===== src/rtl/sccb_cfg_pkg.sv =====
// Shared types and constants for the SCCB configuration sequencer.
// The DELAY state exists only when SCCB_DELAY_CMD_EN is defined.
package sccb_cfg_pkg;

  typedef enum logic [2:0] {
    StIdle,
    StFetch,
    StSend,
    StGap,
`ifdef SCCB_DELAY_CMD_EN
    StDelay,
`endif
    StDone,
    StErr
  } state_t;

  localparam logic [15:0] CfgTerm         = 16'hFFFF;
  localparam logic [15:0] CfgDelay        = 16'hFFF0;
  localparam logic [7:0]  DefaultDeviceId = 8'h42;

  function automatic int unsigned max3(input int unsigned a, input int unsigned b,
                                       input int unsigned c);
    int unsigned m;
    m = (a > b) ? a : b;
    return (m > c) ? m : c;
  endfunction

endpackage


===== src/rtl/ov7670_cfg_rom.sv =====
// OV7670 register table: {reg, value} entries, registered output (1-cycle latency).
module ov7670_cfg_rom
  import sccb_cfg_pkg::*;
(
  input  logic        clk,
  input  logic        rst_n,
  input  logic [7:0]  addr,
  output logic [15:0] data
);

  always_ff @(posedge clk or negedge rst_n) begin
    if (!rst_n) begin
      data <= '0;
    end else begin
      case (addr)
        8'd0:    data <= 16'h1280;  // COM7 soft reset
        8'd1:    data <= CfgDelay;  // let the sensor settle after reset
        8'd2:    data <= 16'h1204;  // COM7: RGB output
        default: data <= CfgTerm;
      endcase
    end
  end

endmodule


===== src/rtl/sccb_config_seq.sv =====
// Walks the OV7670 config table and issues one SCCB write request per entry.
// Define SCCB_DELAY_CMD_EN to make entry 16'hFFF0 a DELAY_CYCLES pause.
module sccb_config_seq
  import sccb_cfg_pkg::*;
#(
  parameter logic [7:0]  DEVICE_ID      = DefaultDeviceId,
  parameter int unsigned GAP_CYCLES     = 16,
  parameter int unsigned DELAY_CYCLES   = 100000,
  parameter int unsigned TIMEOUT_CYCLES = 65535
) (
  input  logic       clk,
  input  logic       rst_n,
  input  logic       start,
  input  logic       taken,
  output logic       send,
  output logic [7:0] id,
  output logic [7:0] reg_addr,
  output logic [7:0] value,
  output logic       busy,
  output logic       done,
  output logic       error,
  output logic [7:0] index
);

  localparam int unsigned CntMax = max3(GAP_CYCLES, DELAY_CYCLES, TIMEOUT_CYCLES);
  localparam int unsigned CntW   = $clog2(CntMax + 1);
  localparam logic [CntW-1:0] GapLast = CntW'((GAP_CYCLES > 0) ? GAP_CYCLES - 1 : 0);
  localparam logic [CntW-1:0] TmoLast = CntW'((TIMEOUT_CYCLES > 0) ? TIMEOUT_CYCLES - 1 : 0);
`ifdef SCCB_DELAY_CMD_EN
  localparam logic [CntW-1:0] DelayLast = CntW'((DELAY_CYCLES > 0) ? DELAY_CYCLES - 1 : 0);
`endif

  state_t          state_q;
  logic [CntW-1:0] cnt_q;
  logic [15:0]     rom_data;

  assign id = DEVICE_ID;

  ov7670_cfg_rom u_rom (
    .clk   (clk),
    .rst_n (rst_n),
    .addr  (index),
    .data  (rom_data)
  );

  // cnt_q is shared: FETCH wait flag, SEND timeout, GAP length and DELAY length.
  always_ff @(posedge clk or negedge rst_n) begin
    if (!rst_n) begin
      state_q  <= StIdle;
      cnt_q    <= '0;
      send     <= 1'b0;
      busy     <= 1'b0;
      done     <= 1'b0;
      error    <= 1'b0;
      index    <= '0;
      reg_addr <= '0;
      value    <= '0;
    end else begin
      case (state_q)
        StIdle, StDone, StErr: begin
          if (start) begin
            state_q <= StFetch;
            cnt_q   <= '0;
            index   <= '0;
            done    <= 1'b0;
            error   <= 1'b0;
            busy    <= 1'b1;
          end
        end
        StFetch: begin
          // First FETCH cycle only addresses the ROM; the entry is valid on the second.
          if (cnt_q == '0) begin
            cnt_q <= CntW'(1);
          end else begin
            cnt_q <= '0;
            if (rom_data == CfgTerm) begin
              state_q <= StDone;
              done    <= 1'b1;
              busy    <= 1'b0;
            end else if (index == 8'hFF) begin
              state_q <= StErr;
              error   <= 1'b1;
              busy    <= 1'b0;
`ifdef SCCB_DELAY_CMD_EN
            end else if (rom_data == CfgDelay) begin
              state_q <= StDelay;
`endif
            end else begin
              state_q  <= StSend;
              send     <= 1'b1;
              reg_addr <= rom_data[15:8];
              value    <= rom_data[7:0];
            end
          end
        end
        StSend: begin
          if (taken) begin
            state_q <= StGap;
            send    <= 1'b0;
            index   <= index + 8'd1;
            cnt_q   <= '0;
          end else if (cnt_q == TmoLast) begin
            state_q <= StErr;
            send    <= 1'b0;
            error   <= 1'b1;
            busy    <= 1'b0;
            cnt_q   <= '0;
          end else begin
            cnt_q <= cnt_q + 1'b1;
          end
        end
        StGap: begin
          if (cnt_q == GapLast) begin
            state_q <= StFetch;
            cnt_q   <= '0;
          end else begin
            cnt_q <= cnt_q + 1'b1;
          end
        end
`ifdef SCCB_DELAY_CMD_EN
        StDelay: begin
          if (cnt_q == DelayLast) begin
            state_q <= StFetch;
            index   <= index + 8'd1;
            cnt_q   <= '0;
          end else begin
            cnt_q <= cnt_q + 1'b1;
          end
        end
`endif
        default: begin
          state_q <= StIdle;
          send    <= 1'b0;
          busy    <= 1'b0;
          cnt_q   <= '0;
        end
      endcase
    end
  end

endmodule


===== config.mk =====
export PLATFORM = sky130hd
export DESIGN_NAME = sccb_config_seq
export DESIGN_NICKNAME = d
export VERILOG_FILES = /design/src/rtl/sccb_cfg_pkg.sv /design/src/rtl/ov7670_cfg_rom.sv /design/src/rtl/sccb_config_seq.sv
export SDC_FILE = /design/constraint.sdc
export NUM_CORES = 1
export LEC_CHECK = 0
export CORE_ASPECT_RATIO = 1.1
export CORE_UTILIZATION = 39
export CTS_CLUSTER_DIAMETER = 30
export DETAILED_ROUTE_END_ITERATION = 16
export HOLD_SLACK_MARGIN = 0.02
export PLACE_DENSITY = 0.71
export SLEW_MARGIN = 20
export SYNTH_ARGS = -nofsm -noshare
export SYNTH_HDL_FRONTEND = slang
export SYNTH_HIERARCHICAL = 1
export SYNTH_SLANG_ARGS = --single-unit

===== constraint.sdc =====
create_clock -name clk -period 2.7 [get_ports clk]
set_input_delay 0.54 -clock clk [delete_from_list [all_inputs] [get_ports clk]]
set_output_delay 0.54 -clock clk [all_outputs]
set_load 0.02 [all_outputs]

# After elaboration in Yosys (flattened, before gate mapping)
# Index checks and enable logic that the tools add are counted.
# word_totals
reg_bits,64
# classes
n_addsub,2
n_eq_ne,23
mux,40
bitwise_logic,5
reduce_logical,15
# ops
cell,count
two-way mux 17 bit,4
one-hot mux 17 bit (4 select lines),1
one-hot mux 16 bit (3 select lines),1
two-way mux 3 bit,7
"inequality test 2 bit, second input constant",10
two-way mux 1 bit,19
"adder 17 x 1 -> 17 bit, second input constant",1
"== test 17 x 16 -> 1 bit, second input constant",1
"== test 17 x 4 -> 1 bit, second input constant",1
logical NOT 17 bit,1
"== test 16 bit, second input constant",1
two-way mux 8 bit,2
one-hot mux 8 bit (2 select lines),1
one-hot mux 3 bit (4 select lines),1
AND reduction 4 bit,3
"adder 8 x 1 -> 8 bit, second input constant",1
"== test 8 x 1 -> 1 bit, second input constant",1
"== test 8 x 2 -> 1 bit, second input constant",1
"== test 8 bit, second input constant",1
logical NOT 8 bit,1
AND reduction 7 bit,1
"== test 3 x 2 -> 1 bit, second input constant",2
"== test 3 bit, second input constant",2
"inequality test 3 bit, second input constant",2
other kinds (13),19

# Depth between registers and ports, before layout
# logic_depth
word_depth,5
mapped_depth,9

# Modules after synthesis
# Netlist, hierarchy kept.
# modules_own_cells
mod,n_inst,cells_each,area_each_um2
sccb_config_seq,1,275,2706.3
ov7670_cfg_rom,1,24,260.2

# Worst setup path after synthesis
# OpenSTA, ideal clock, no wires.
# synth_path
kind,reg2reg
start,reg index[0]
end,reg reg_addr[3]
arrival_time_ps,1988
required_time_ps,2575
setup_slack_ps,588
stages_incl_launch_ff,8
path_buffers,1
period_less_slack_ps,2112
path_cell_list,dfrtp_1 ha_1 nand3_1 or3_1 nor3b_4 nand2_4 buf_6 mux2_2
# synth_between
elab_chain_len,3
# synth_lines
element,line_no,source
from (decl),sccb_config_seq.sv:22,output logic [7:0] index
from (signal assigned),sccb_config_seq.sv:100,index <= index + 8'd1;
== test 8 bit,sccb_config_seq.sv:80,end else if (index == 8'hFF) begin
NOT 1 bit (no line),--,
AND reduction 4 bit (no line),--,
to (signal assigned),sccb_config_seq.sv:91,reg_addr <= rom_data[15:8];
to (decl),sccb_config_seq.sv:17,"output logic [7:0] reg_addr,"
# Every way passes these cells.
# A chain may end at the register's enable or synchronous reset.

# Worst setup path after layout
# layout_path
start,reg index[1]
end,reg value[5]
# layout_between
elab_chain_len,3
# layout_lines
element,line_no,source
== test 8 bit,sccb_config_seq.sv:80,
NOT 1 bit (no line),--,
AND reduction 4 bit (no line),--,
to (signal assigned),sccb_config_seq.sv:92,value <= rom_data[7:0];
to (decl),sccb_config_seq.sv:18,"output logic [7:0] value,"
# Every way passes these cells.

==> impl_metrics.env <==
export IMPL_synth_top_area_cell="sky130_fd_sc_hd__dfrtp_1"
export IMPL_wirelength_um=6140
export IMPL_run_status="finished clean"
export IMPL_switchingPower_mw=1.34
export IMPL_flow_area_growth_from_synthesis_pct=12.5
export IMPL_clock_power_share_pct=14.8
export IMPL_post_cts_setup_inserts=0
export IMPL_htree_levels=2
export IMPL_hold_violations=0
export IMPL_postCtsHoldBufs=0
export IMPL_worst_clock_skew_ps=6.63
export IMPL_post_synth_instance_area_um2=2970
export IMPL_cts_tree="done"
export IMPL_grt_pass1_vias=2201
export IMPL_number_of_gates_given_a_new_drive_strength_after_cts=0
export IMPL_yosys_top_cells_area="sky130_fd_sc_hd__dfrtp_1 (45%), sky130_fd_sc_hd__mux2_2 (6.1%), sky130_fd_sc_hd__buf_4 (5.1%)"
export IMPL_drt_first_iter_violations=112
export IMPL_global_route_total_usage_across_every_layer_pct=17.4
export IMPL_worstReg2RegStart="index[1]"
export IMPL_timing_critical_path_from_type="register"
export IMPL_final_hold_worst_slack_ps=202
export IMPL_sequential_fraction_of_design_power_pct=38.4
export IMPL_ys_types=58
export IMPL_worst_endpoint_required_ps=2910
export IMPL_critical_path_endpoint_type="register"
export IMPL_post_route_min_period_ps=2140
export IMPL_horizontal_die_dimension_um=85.2
export IMPL_clock_tree_root_cell="sky130_fd_sc_hd__clkbuf_8"
export IMPL_crit_start="index[1]"
export IMPL_fp_row_count=32
export IMPL_tritoncts_num_sinks=53
export IMPL_finalWorstSetupSlack_ps=559
export IMPL_timing_worst_setup_path_type="register to register"
export IMPL_yosys_most_used_dff="sky130_fd_sc_hd__dfrtp_1"
export IMPL_instances_no_fill=408
export IMPL_initial_util_pct=41.4
export IMPL_cts_buffers_inserted=5
export IMPL_synth_seq_cells=53
export IMPL_leakage_nw=1.42
export IMPL_final_nets=330
export IMPL_max_clk_rate_mhz=467
export IMPL_postRouteAntennaNets=0
export IMPL_intPower_mw=1.89
export IMPL_grt_pass1_wl_um=10900
export IMPL_globalplace_congestion=0.847
export IMPL_peakVddDrop_uv=531
export IMPL_maxSlewViolCount=0
export IMPL_routed_via_count=2282
export IMPL_syn_inst=299
export IMPL_synth_seq_area_share_pct=44.7
export IMPL_setup_tns_final_ps=0
export IMPL_synth_top_area_share_pct=44.7
export IMPL_dieHeight_um=93.5
export IMPL_core_area_um2=7170
export IMPL_timing_critical_path_fanout_max=17
export IMPL_async_reset_ff_share_pct=100
export IMPL_clock_tree_buffer_depth=2
export IMPL_gr_total_overflow=0
export IMPL_synth_edff_count=0
export IMPL_clock_latency_ps=310
export IMPL_routedWlPerCell_um=15.1
export IMPL_routed_via_count_divided_by_cell_count=5.59
export IMPL_dp_slack_ps=432
export IMPL_ios=40
export IMPL_firstDrtPassIters=4
export IMPL_drc=0
export IMPL_post_dp_hpwl_um=4430
export IMPL_swShare_pct=41.5
export IMPL_buffer_ports_inserted=31
export IMPL_worstPathArrival_ps=2350
export IMPL_largest_net_degree_at_the_start_of_global_routing=26
export IMPL_holdCritPathClass="primary input to async pin"
export IMPL_synth_avg_cell_area_um2=9.92
export IMPL_antenna_found_initial=0
export IMPL_place_inst=400
export IMPL_antenna_cells_inserted=0
export IMPL_unrepaired_setup_endpoints_after_global_routing="false"
export IMPL_layout_worst_path_cycle_share_pct=79.3
export IMPL_measured_slew_at_the_worst_slew_check_pin_ps=579
export IMPL_maxSlewHeadroom_pct=61.4
export IMPL_timing_final_setup_violations=0
export IMPL_clk_pin_slew_worst_paths_ps=100
export IMPL_max_cap_violations=0
export IMPL_fp_dieArea_um2=7960
export IMPL_powerDensity_nw_per_um2=969
export IMPL_power_combinational_fraction_pct=46.8
export IMPL_drive_gt1_share_pct=15.8
export IMPL_yosysWarningCount=6
export IMPL_utilization_after_layout_pct=46.6
==> critical path, cell delays in order, from the launching register on <==
cell                      delay, ps
sky130_fd_sc_hd__dfrtp_1        500
sky130_fd_sc_hd__ha_1           260
sky130_fd_sc_hd__nand3_1        100
sky130_fd_sc_hd__or3_1          430
sky130_fd_sc_hd__nor3b_4        190
sky130_fd_sc_hd__nand2_4        200
sky130_fd_sc_hd__mux2_2         360
==> layout by cell type (no fill, tap or decap), drive strengths merged, types with 5 or more instances in the layout <==
cell type      count
mux2              17
a31oi              8
nand4             11
nand3              9
conb               9
nand2             32
inv               11
nor4               9
a21oi              7
dfrtp             53
nor3               8
o211ai             6
nor2              21
clkdlybuf4s50     30
o21ai             16
clkbuf             5
o21bai             5
buf               10
==> layout make-up <==
cell class                      count  area [um^2]
Clock buffer                        5         68.8
Clock inverter                      3         25.0
Fill cell                         669         3830
Inverter                           10         37.5
Multi-Input combinational cell    212         1400
Sequential cell                    53         1330
Tap cell                           85          106
Timing Repair Buffer               40          373
==> path summary, 6_finish.rpt <==
kind	end	slack, ps	depth (start not counted)
hold reg to reg	value[2]	510	1
setup / recovery	value[5]	560	6
hold / removal	cnt_q[16]	200	1
max in group asynchronous	u_rom/data[3]	1800	2
setup reg to reg	value[5]	560	6
min in group clk	value[2]	510	1
==> metal layers <==
metal,global-route usage [%],vias to the layer above,part of all wire (%)
met4,7.06,0,1.6
li1,-,1103,-
met1,22.7,1124,44
met5,0,-,0
met2,28.6,49,51
met3,3.00,6,3.0
==> sequential cells by signal (all words and copies together) (netlist names) <==
name	flops
done	1
u_rom/data	5
state_q	3
busy	1
reg_addr	8
index	8
send	1
error	1
value	8
cnt_q	17
==> power by group through the flow <==
| stage | logic [mW] | registers, mW | clock network, mW |
|---|---|---|---|
| 2_1_floorplan | 1.01 | 1.35 | 0 |
| 3_3_place_gp | 1.49 | 1.25 | 0 |
| 3_5_place_dp | 1.52 | 1.26 | 0 |
| 4_1_cts | 1.52 | 1.24 | 0.504 |
| 5_1_grt | 1.66 | 1.29 | 0.528 |
| 6_report | 1.51 | 1.24 | 0.479 |
==> logic make-up after synthesis <==
| kind of cell | share of synthesized area [%] |
|---|---|
| compound gates | 12.9 |
| xor+xnor | 1.77 |
| fa+ha+maj | 1.69 |
| buf+inv | 8.81 |
| flops | 44.7 |
| mux | 6.79 |
| other cells | 0.380 |
| simple gates | 22.9 |
==> cells in the mapped netlist, drive strengths merged (2+ instances only) <==
cell type / n
o22ai: 3
o21bai: 5
conb: 3
clkbuf: 3
or3: 4
a31oi: 8
and4: 3
nand3b: 3
nand2b: 2
nand2: 32
buf: 27
o21ai: 16
o221ai: 2
nand4: 11
mux2: 17
dfrtp: 53
o31ai: 3
nand4b: 2
nand3: 9
and2: 2
a31o: 2
nor2: 21
ha: 4
or2: 2
a21oi: 7
a22oi: 2
and3: 2
nor3: 8
o211ai: 6
inv: 9
xnor2: 4
nor4: 9
xor2: 2
nor3b: 3
==> per-stage QoR <==
stage	instance area (um^2)	total power, mW
after detailed placement	3240	2.77
after global routing	3340	3.48
final	3340	3.23
after global placement	3240	2.73
after CTS	3340	3.27
after floorplan	2990	2.36
(Power assumes the default switching activity.)
